`src/rtl/mc_control_pkg.sv`:
```
`default_nettype none
// +----------------------------------------------------------------------+
// | Package  : mips_ctrl_pkg                                              |
// | Purpose  : Opcode/funct constants, state codes, datapath select       |
// |            encodings and the control-word layout for the multicycle   |
// |            MIPS controller, ALU control and datapath muxes.           |
// | Revision : 1.0  initial release                                       |
// +----------------------------------------------------------------------+
package mips_ctrl_pkg;

  // Opcode field values (IR[31:26])
  localparam logic [5:0] OP_R    = 6'b000000;
  localparam logic [5:0] OP_LW   = 6'b100011;
  localparam logic [5:0] OP_SW   = 6'b101011;
  localparam logic [5:0] OP_BEQ  = 6'b000100;
  localparam logic [5:0] OP_J    = 6'b000010;
  localparam logic [5:0] OP_ADDI = 6'b001000;

  // Funct value that turns an R-type into JR
  localparam logic [5:0] FN_JR   = 6'b001000;

  // ALU B-operand select
  localparam logic [1:0] SRCB_B       = 2'b00;
  localparam logic [1:0] SRCB_FOUR    = 2'b01;
  localparam logic [1:0] SRCB_IMM     = 2'b10;
  localparam logic [1:0] SRCB_IMM_SH2 = 2'b11;

  // ALU operation class
  localparam logic [1:0] ALU_ADD   = 2'b00;
  localparam logic [1:0] ALU_SUB   = 2'b01;
  localparam logic [1:0] ALU_FUNCT = 2'b10;

  // Next-PC source select
  localparam logic [1:0] PCSRC_ALU    = 2'b00;
  localparam logic [1:0] PCSRC_ALUOUT = 2'b01;
  localparam logic [1:0] PCSRC_JUMP   = 2'b10;
  localparam logic [1:0] PCSRC_RS     = 2'b11;

  // Controller state codes; 13..15 are unused and recover to FETCH
  typedef enum logic [3:0] {
    S_FETCH     = 4'd0,
    S_DECODE    = 4'd1,
    S_MEM_ADDR  = 4'd2,
    S_MEM_RD    = 4'd3,
    S_MEM_WB    = 4'd4,
    S_MEM_WR    = 4'd5,
    S_R_EXEC    = 4'd6,
    S_R_WB      = 4'd7,
    S_BRANCH    = 4'd8,
    S_JUMP      = 4'd9,
    S_JR        = 4'd10,
    S_ADDI_EXEC = 4'd11,
    S_ADDI_WB   = 4'd12
  } state_t;

  // Instruction class produced by the opcode decoder
  typedef enum logic [2:0] {
    IC_LW      = 3'd0,
    IC_SW      = 3'd1,
    IC_R       = 3'd2,
    IC_JR      = 3'd3,
    IC_BEQ     = 3'd4,
    IC_J       = 3'd5,
    IC_ADDI    = 3'd6,
    IC_ILLEGAL = 3'd7
  } iclass_t;

  // Full set of datapath controls driven in one cycle
  typedef struct packed {
    logic       pc_write;
    logic       pc_write_cond;
    logic       iord;
    logic       mem_read;
    logic       mem_write;
    logic       ir_write;
    logic       mem_to_reg;
    logic       reg_dst;
    logic       reg_write;
    logic       alu_src_a;
    logic [1:0] alu_src_b;
    logic [1:0] alu_op;
    logic [1:0] pc_source;
    logic       illegal_op;
  } ctrl_t;

endpackage
`default_nettype wire

```
`src/rtl/mc_control_if.sv`:
```
`default_nettype none
// +----------------------------------------------------------------------+
// | Interface: mc_control_if                                              |
// | Purpose  : Bundles the instruction fields, memory handshake and all   |
// |            datapath controls between controller and datapath.         |
// | Revision : 1.0  initial release                                       |
// +----------------------------------------------------------------------+
interface mc_control_if #(
  parameter int OP_W = 6,
  parameter int FN_W = 6,
  parameter int ST_W = 4
);
  logic [OP_W-1:0] opcode;
  logic [FN_W-1:0] func;
  logic            mem_ready;
  logic            pc_write;
  logic            pc_write_cond;
  logic            iord;
  logic            mem_read;
  logic            mem_write;
  logic            ir_write;
  logic            mem_to_reg;
  logic            reg_dst;
  logic            reg_write;
  logic            alu_src_a;
  logic [1:0]      alu_src_b;
  logic [1:0]      alu_op;
  logic [1:0]      pc_source;
  logic            illegal_op;
  logic [ST_W-1:0] state;

  // Controller side
  modport master (
    input  opcode, func, mem_ready,
    output pc_write, pc_write_cond, iord, mem_read, mem_write, ir_write,
           mem_to_reg, reg_dst, reg_write, alu_src_a, alu_src_b, alu_op,
           pc_source, illegal_op, state
  );

  // Datapath / memory side
  modport slave (
    output opcode, func, mem_ready,
    input  pc_write, pc_write_cond, iord, mem_read, mem_write, ir_write,
           mem_to_reg, reg_dst, reg_write, alu_src_a, alu_src_b, alu_op,
           pc_source, illegal_op, state
  );
endinterface
`default_nettype wire

```
`src/rtl/mc_control_opdecode.sv`:
```
`default_nettype none
// +----------------------------------------------------------------------+
// | Module   : mc_opdecode                                                |
// | Purpose  : Combinational opcode/funct to instruction-class decoder.   |
// | Revision : 1.0  initial release                                       |
// +----------------------------------------------------------------------+
module mc_opdecode
  import mips_ctrl_pkg::*;
#(
  parameter int OP_W = 6,
  parameter int FN_W = 6
) (
  input  logic [OP_W-1:0] opcode,
  input  logic [FN_W-1:0] func,
  output iclass_t         iclass
);

  // Classify the instruction; any R-type funct other than JR executes on the ALU
  always_comb begin
    iclass = IC_ILLEGAL;
    if (opcode == OP_W'(OP_R))
      iclass = (func == FN_W'(FN_JR)) ? IC_JR : IC_R;
    else if (opcode == OP_W'(OP_LW))
      iclass = IC_LW;
    else if (opcode == OP_W'(OP_SW))
      iclass = IC_SW;
    else if (opcode == OP_W'(OP_BEQ))
      iclass = IC_BEQ;
    else if (opcode == OP_W'(OP_J))
      iclass = IC_J;
    else if (opcode == OP_W'(OP_ADDI))
      iclass = IC_ADDI;
  end

endmodule
`default_nettype wire

```
`src/rtl/mc_control.sv`:
```
`default_nettype none
// +----------------------------------------------------------------------+
// | Module   : mc_control                                                 |
// | Purpose  : Multicycle main control FSM: fetch, decode, execute,       |
// |            memory and write-back sequencing with memory-ready stall.  |
// | Revision : 1.0  initial release                                       |
// +----------------------------------------------------------------------+
module mc_control
  import mips_ctrl_pkg::*;
#(
  parameter int OP_W = 6,
  parameter int FN_W = 6,
  parameter int ST_W = 4
) (
  input  logic          clk,
  input  logic          reset,
  mc_control_if.master  bus
);

  state_t  state_q;
  state_t  state_d;
  iclass_t iclass;
  ctrl_t   ctrl;
  ctrl_t   ctrl_out;

  mc_opdecode #(
    .OP_W (OP_W),
    .FN_W (FN_W)
  ) u_opdecode (
    .opcode (bus.opcode),
    .func   (bus.func),
    .iclass (iclass)
  );

  // State register; reset wins over any pending memory completion
  always_ff @(posedge clk) begin
    if (reset)
      state_q <= S_FETCH;
    else
      state_q <= state_d;
  end

  // Next-state selection and per-state control word
  always_comb begin
    state_d = S_FETCH;
    ctrl    = '0;
    case (state_q)
      S_FETCH: begin
        ctrl.mem_read  = 1'b1;
        ctrl.alu_src_b = SRCB_FOUR;
        ctrl.alu_op    = ALU_ADD;
        ctrl.pc_source = PCSRC_ALU;
        if (bus.mem_ready) begin
          ctrl.ir_write = 1'b1;
          ctrl.pc_write = 1'b1;
          state_d       = S_DECODE;
        end else begin
          state_d = S_FETCH;
        end
      end
      S_DECODE: begin
        // Speculatively form the branch target into ALUOut
        ctrl.alu_src_b = SRCB_IMM_SH2;
        ctrl.alu_op    = ALU_ADD;
        case (iclass)
          IC_LW, IC_SW: state_d = S_MEM_ADDR;
          IC_R:         state_d = S_R_EXEC;
          IC_JR:        state_d = S_JR;
          IC_BEQ:       state_d = S_BRANCH;
          IC_J:         state_d = S_JUMP;
          IC_ADDI:      state_d = S_ADDI_EXEC;
          default: begin
            ctrl.illegal_op = 1'b1;
            state_d         = S_FETCH;
          end
        endcase
      end
      S_MEM_ADDR: begin
        ctrl.alu_src_a = 1'b1;
        ctrl.alu_src_b = SRCB_IMM;
        ctrl.alu_op    = ALU_ADD;
        if (iclass == IC_SW)
          state_d = S_MEM_WR;
        else if (iclass == IC_LW)
          state_d = S_MEM_RD;
        else
          state_d = S_FETCH;
      end
      S_MEM_RD: begin
        ctrl.mem_read = 1'b1;
        ctrl.iord     = 1'b1;
        state_d       = bus.mem_ready ? S_MEM_WB : S_MEM_RD;
      end
      S_MEM_WR: begin
        ctrl.mem_write = 1'b1;
        ctrl.iord      = 1'b1;
        state_d        = bus.mem_ready ? S_FETCH : S_MEM_WR;
      end
      S_MEM_WB: begin
        ctrl.reg_write  = 1'b1;
        ctrl.mem_to_reg = 1'b1;
        state_d         = S_FETCH;
      end
      S_R_EXEC: begin
        ctrl.alu_src_a = 1'b1;
        ctrl.alu_src_b = SRCB_B;
        ctrl.alu_op    = ALU_FUNCT;
        state_d        = S_R_WB;
      end
      S_R_WB: begin
        ctrl.reg_write = 1'b1;
        ctrl.reg_dst   = 1'b1;
        state_d        = S_FETCH;
      end
      S_ADDI_EXEC: begin
        ctrl.alu_src_a = 1'b1;
        ctrl.alu_src_b = SRCB_IMM;
        ctrl.alu_op    = ALU_ADD;
        state_d        = S_ADDI_WB;
      end
      S_ADDI_WB: begin
        ctrl.reg_write = 1'b1;
        state_d        = S_FETCH;
      end
      S_BRANCH: begin
        ctrl.alu_src_a     = 1'b1;
        ctrl.alu_src_b     = SRCB_B;
        ctrl.alu_op        = ALU_SUB;
        ctrl.pc_write_cond = 1'b1;
        ctrl.pc_source     = PCSRC_ALUOUT;
        state_d            = S_FETCH;
      end
      S_JUMP: begin
        ctrl.pc_write  = 1'b1;
        ctrl.pc_source = PCSRC_JUMP;
        state_d        = S_FETCH;
      end
      S_JR: begin
        // PC takes rs data directly, no adder in the path
        ctrl.pc_write  = 1'b1;
        ctrl.pc_source = PCSRC_RS;
        state_d        = S_FETCH;
      end
      default: begin
        ctrl.illegal_op = 1'b1;
        state_d         = S_FETCH;
      end
    endcase
  end

  // All strobes are forced low while reset is held, abandoning any access
  assign ctrl_out = reset ? '0 : ctrl;

  assign bus.pc_write      = ctrl_out.pc_write;
  assign bus.pc_write_cond = ctrl_out.pc_write_cond;
  assign bus.iord          = ctrl_out.iord;
  assign bus.mem_read      = ctrl_out.mem_read;
  assign bus.mem_write     = ctrl_out.mem_write;
  assign bus.ir_write      = ctrl_out.ir_write;
  assign bus.mem_to_reg    = ctrl_out.mem_to_reg;
  assign bus.reg_dst       = ctrl_out.reg_dst;
  assign bus.reg_write     = ctrl_out.reg_write;
  assign bus.alu_src_a     = ctrl_out.alu_src_a;
  assign bus.alu_src_b     = ctrl_out.alu_src_b;
  assign bus.alu_op        = ctrl_out.alu_op;
  assign bus.pc_source     = ctrl_out.pc_source;
  assign bus.illegal_op    = ctrl_out.illegal_op;
  assign bus.state         = ST_W'(state_q);

endmodule
`default_nettype wire

```
`src/flat_wrapper.sv`:
```
// flat-port wrapper written by rule: the top's interface ports become plain ports
module mc_control_flat import mips_ctrl_pkg::*;
#(
  parameter int OP_W = 6,
  parameter int FN_W = 6,
  parameter int ST_W = 4
)
  (clk, reset, bus_opcode, bus_func, bus_mem_ready, bus_pc_write, bus_pc_write_cond, bus_iord, bus_mem_read, bus_mem_write, bus_ir_write, bus_mem_to_reg, bus_reg_dst, bus_reg_write, bus_alu_src_a, bus_alu_src_b, bus_alu_op, bus_pc_source, bus_illegal_op, bus_state);
  mc_control_if #(.OP_W(OP_W), .FN_W(FN_W), .ST_W(ST_W)) bus_i ();
  input  logic clk;
  input  logic reset;
  input wire logic [$bits(bus_i.opcode)-1:0] bus_opcode;
  input wire logic [$bits(bus_i.func)-1:0] bus_func;
  input wire logic [$bits(bus_i.mem_ready)-1:0] bus_mem_ready;
  output wire logic [$bits(bus_i.pc_write)-1:0] bus_pc_write;
  output wire logic [$bits(bus_i.pc_write_cond)-1:0] bus_pc_write_cond;
  output wire logic [$bits(bus_i.iord)-1:0] bus_iord;
  output wire logic [$bits(bus_i.mem_read)-1:0] bus_mem_read;
  output wire logic [$bits(bus_i.mem_write)-1:0] bus_mem_write;
  output wire logic [$bits(bus_i.ir_write)-1:0] bus_ir_write;
  output wire logic [$bits(bus_i.mem_to_reg)-1:0] bus_mem_to_reg;
  output wire logic [$bits(bus_i.reg_dst)-1:0] bus_reg_dst;
  output wire logic [$bits(bus_i.reg_write)-1:0] bus_reg_write;
  output wire logic [$bits(bus_i.alu_src_a)-1:0] bus_alu_src_a;
  output wire logic [$bits(bus_i.alu_src_b)-1:0] bus_alu_src_b;
  output wire logic [$bits(bus_i.alu_op)-1:0] bus_alu_op;
  output wire logic [$bits(bus_i.pc_source)-1:0] bus_pc_source;
  output wire logic [$bits(bus_i.illegal_op)-1:0] bus_illegal_op;
  output wire logic [$bits(bus_i.state)-1:0] bus_state;
  assign bus_i.opcode = bus_opcode;
  assign bus_i.func = bus_func;
  assign bus_i.mem_ready = bus_mem_ready;
  assign bus_pc_write = bus_i.pc_write;
  assign bus_pc_write_cond = bus_i.pc_write_cond;
  assign bus_iord = bus_i.iord;
  assign bus_mem_read = bus_i.mem_read;
  assign bus_mem_write = bus_i.mem_write;
  assign bus_ir_write = bus_i.ir_write;
  assign bus_mem_to_reg = bus_i.mem_to_reg;
  assign bus_reg_dst = bus_i.reg_dst;
  assign bus_reg_write = bus_i.reg_write;
  assign bus_alu_src_a = bus_i.alu_src_a;
  assign bus_alu_src_b = bus_i.alu_src_b;
  assign bus_alu_op = bus_i.alu_op;
  assign bus_pc_source = bus_i.pc_source;
  assign bus_illegal_op = bus_i.illegal_op;
  assign bus_state = bus_i.state;
  mc_control #(.OP_W(OP_W), .FN_W(FN_W), .ST_W(ST_W)) u_core (.clk(clk), .reset(reset), .bus(bus_i));
endmodule
```
`config.mk`:
```
export PLATFORM = sky130hd
export DESIGN_NAME = mc_control_flat
export DESIGN_NICKNAME = d
export VERILOG_FILES = /design/src/rtl/mc_control_pkg.sv /design/src/rtl/mc_control_if.sv /design/src/rtl/mc_control_opdecode.sv /design/src/rtl/mc_control.sv /design/src/flat_wrapper.sv
export SDC_FILE = /design/constraint.sdc
export NUM_CORES = 1
export LEC_CHECK = 0
export ABC_AREA = 1
export ABC_CLOCK_PERIOD_IN_PS = 1100
export CORE_MARGIN = 10
export CORE_UTILIZATION = 33
export CTS_CLUSTER_DIAMETER = 120
export DETAILED_ROUTE_END_ITERATION = 6
export PLACE_DENSITY = 0.74
export SETUP_SLACK_MARGIN = 0.2
export SYNTH_ARGS = -nofsm -noshare
export SYNTH_HDL_FRONTEND = slang
export SYNTH_SLANG_ARGS = --single-unit
```
`constraint.sdc`:
```
create_clock -name clk -period 1.1 [get_ports clk]
set_input_delay 0.11 -clock clk [delete_from_list [all_inputs] [get_ports clk]]
set_output_delay 0.11 -clock clk [all_outputs]
set_load 0.005 [all_outputs]
```
==> impl_metrics.tcl <==
set metrics [dict create \
    setup_tns_ns -9.65 \
    htreeDepth 1 \
    synth_top_area_frac 0.183 \
    cts_hold_buf 0 \
    ir_drop_mv 0.554 \
    cts_tree "yes" \
    core_um2 1750 \
    ys_seq_elements 4 \
    pin_count 36 \
    synth_fa_ha_area_frac 0 \
    cts_root_buf "clkbuf_4" \
    grt_pass1_vias 1309 \
    vias 1409 \
    finalClockSkew_ns 0.0122 \
    largest_reg_flops 4 \
    wire_per_inst_um 21.3 \
    syn_avg_cell_area_um2 4.89 \
    most-common-layout-cells "buf_4, buf_6, nand2_1, nor2_1, buf_2" \
    wl_met3_um 534 \
    hp-class "in2reg" \
    grt_max_degree 10 \
    nets 229 \
    nFillCells 70 \
    path_class "reg2out" \
    slew_viol_final 0 \
    yosysSeqAreaShare 0.130 \
    grt_pass1_wl_um 5800 \
    syn_nets 141 \
    wl_um 5070 \
    drtPass1Iterations 6 \
    yosysUniqueCellTypes 19 \
    status "finished with violations" \
    place_ws_ns -0.887 \
    p_int_uw 442 \
    clock_path_buffers 2 \
    switching_share 0.377 \
    yosys.area_share.simple 0.565 \
    synthArstFlopShare 0 \
    layout-drive-gt1-share 0.592 \
    rows 15 \
    failed_checks "setup timing" \
    power.total_uw 709 \
    worstPathRequired_ns 0.99 \
    area_delta_synth_final_pct 163 \
    pwr-share-comb 0.453 \
    r2r_cells 8 \
    ys.flop_type "dfxtp_1" \
    hold_violations 0 \
    place_congestion 0.955 \
    top_layer "met4" \
    timing.fmax_mhz 551 \
    cap_violations 0 \
    synth_area_leaders "nand2_1, nor2_1, dfxtp_1, inv_1, nand3_1" \
    clk_pin_slew_ns 0.06 \
    drc 0 \
    reg2reg_slack_ns -0.47 \
    hold_slack_ns 0.621 \
    slew_headroom 0.805 \
    critPathArrivalTime_ns 1.71 \
    power.density_nw_per_um2 438 \
    grt_use_total 0.169 \
    n_antenna_cell 0 \
    final_common_cell "buf_4" \
    viasPerCell 5.92 \
    worst_pin_slew_ns 0.292 \
    endpoint_kind "output port" \
    worst_slack_ns -0.716 \
    synth-compound-area-share 0.165 \
    synth_top_family_by_area "simple AND/OR/NAND/NOR gates" \
    power_leakage_uw 0.000814 \
    wl_met1_um 1740 \
    finalCritPeriodShare 1.65 \
    rsz0062_at_grt "yes" \
    numCtsBuffers 3 \
    dr.first_iter.drc_count 167 \
    p_clk_frac 0.335 \
    syn_area_um2 616 \
    overflow 0 \
    worst_setup_path_start_kind "register" \
    antenna_found_initial 0 \
    dpl.hpwl_um 2190 \
    final.min_clock_period_ns 1.82 \
    start_util 0.353 \
    dp.cells 215 \
    synthCells 126 \
    whs_path_depth 6 \
    r2r-end "u_core.bus.state[0]$_SDFF_PP0_" \
    crit_path_end "bus_illegal_op" \
    worstSetupStartpoint "u_core.bus.state[2]$_SDFF_PP0_" \
    insertion_delay_ns 0.26 \
    synth_xor_area_frac 0 \
    detail-route-antenna-nets 0 \
    yosysTopAreaCell "nand2_1" \
    die_area_um2 3990 \
    timing.rr.start "u_core.bus.state[1]$_SDFF_PP0_" \
    io_buffers 35 \
    clock-sinks 4 \
    synthMuxAreaShare 0 \
    dr_wl_met2_um 2400 \
    die_w_um 63.2 \
    cp_max_fo 5 \
    die_h_um 63.2 \
    power.switching_uw 267 \
    yosysWarnings 0 \
    setup_viol 24 \
    synth_edf_count 0 \
    layout.cells.non_filler 238 \
    pwr-share-seq 0.212 \
]
==> cells by family after synthesis <==
group	after synthesis
buf+inv	23
compound gates	18
simple gates	81
flops	4
==> per-layer routing <==
| metal | global-route usage | vias to the layer above |
|---|---|---|
| met5 | 0 | - |
| met4 | 0.104 | 0 |
| met3 | 0.0230 | 56 |
| met2 | 0.325 | 157 |
| met1 | 0.165 | 619 |
| li1 | - | 577 |
==> synth_stat cells, types with 2 or more instances <==
library cell and n:
nand3_1 12, inv_1 18, nor2_1 27, nor2_2 6
clkbuf_1 2, nor4_1 2, dfxtp_1 4, nand2_1 30
a31oi_1 5, inv_2 3, a21oi_1 5, o21ai_0 5
==> power by group through the flow <==
stage	clock [uW]	combinational [uW]	sequential [uW]
floorplan	0	78.6	155
CTS	208	256	149
finish	238	321	150
global placement	0	222	154
global route	236	336	151
detailed placement	0	228	154
==> critical path: stages (launching register included) <==
cell and delay (ns):
dfxtp_4 0.38, inv_2 0.08, nor2_4 0.05, nand2_2 0.10, nand2_2 0.08, inv_2 0.07, nand3_2 0.07, nor3_2 0.28
nand2_1 0.13, nor2_1 0.09, buf_2 0.11
==> worst min-delay path by stage <==
stage                                     end                            from
4_1_cts        u_core.bus.state[1]$_SDFF_PP0_                   bus_opcode[3]
3_5_place_dp   u_core.bus.state[3]$_SDFF_PP0_  u_core.bus.state[2]$_SDFF_PP0_
2_1_floorplan  u_core.bus.state[2]$_SDFF_PP0_                   bus_mem_ready
5_1_grt        u_core.bus.state[1]$_SDFF_PP0_                   bus_opcode[3]
6_report       u_core.bus.state[1]$_SDFF_PP0_                   bus_opcode[3]
3_3_place_gp   u_core.bus.state[3]$_SDFF_PP0_  u_core.bus.state[2]$_SDFF_PP0_
==> per-stage QoR <==
stage / instance area [um2] / utilization
finish: 1620 / 0.928
CTS: 1490 / 0.854
global placement: 1250 / 0.714
global route: 1620 / 0.928
detailed placement: 1250 / 0.714
floorplan: 639 / -
==> cell type report <==
cell class              instances  area, um2  share of cell area
clock buffers                   4       26.3              0.0162
inverters                      21       81.3              0.0502
multi-input cells              99        649               0.401
flip-flops and latches          4       95.1              0.0587
well taps                      25       31.3              0.0193
repair buffers                 85        736               0.454
==> repair_timing <==
item,4_1_cts,5_1_grt
resized for setup,127,31
hold endpoints to repair,0,0
buffers inserted,13,6
endpoints found under the setup margin,25,25
pin swaps,26,9
Power figures use the tool's default switching activity.
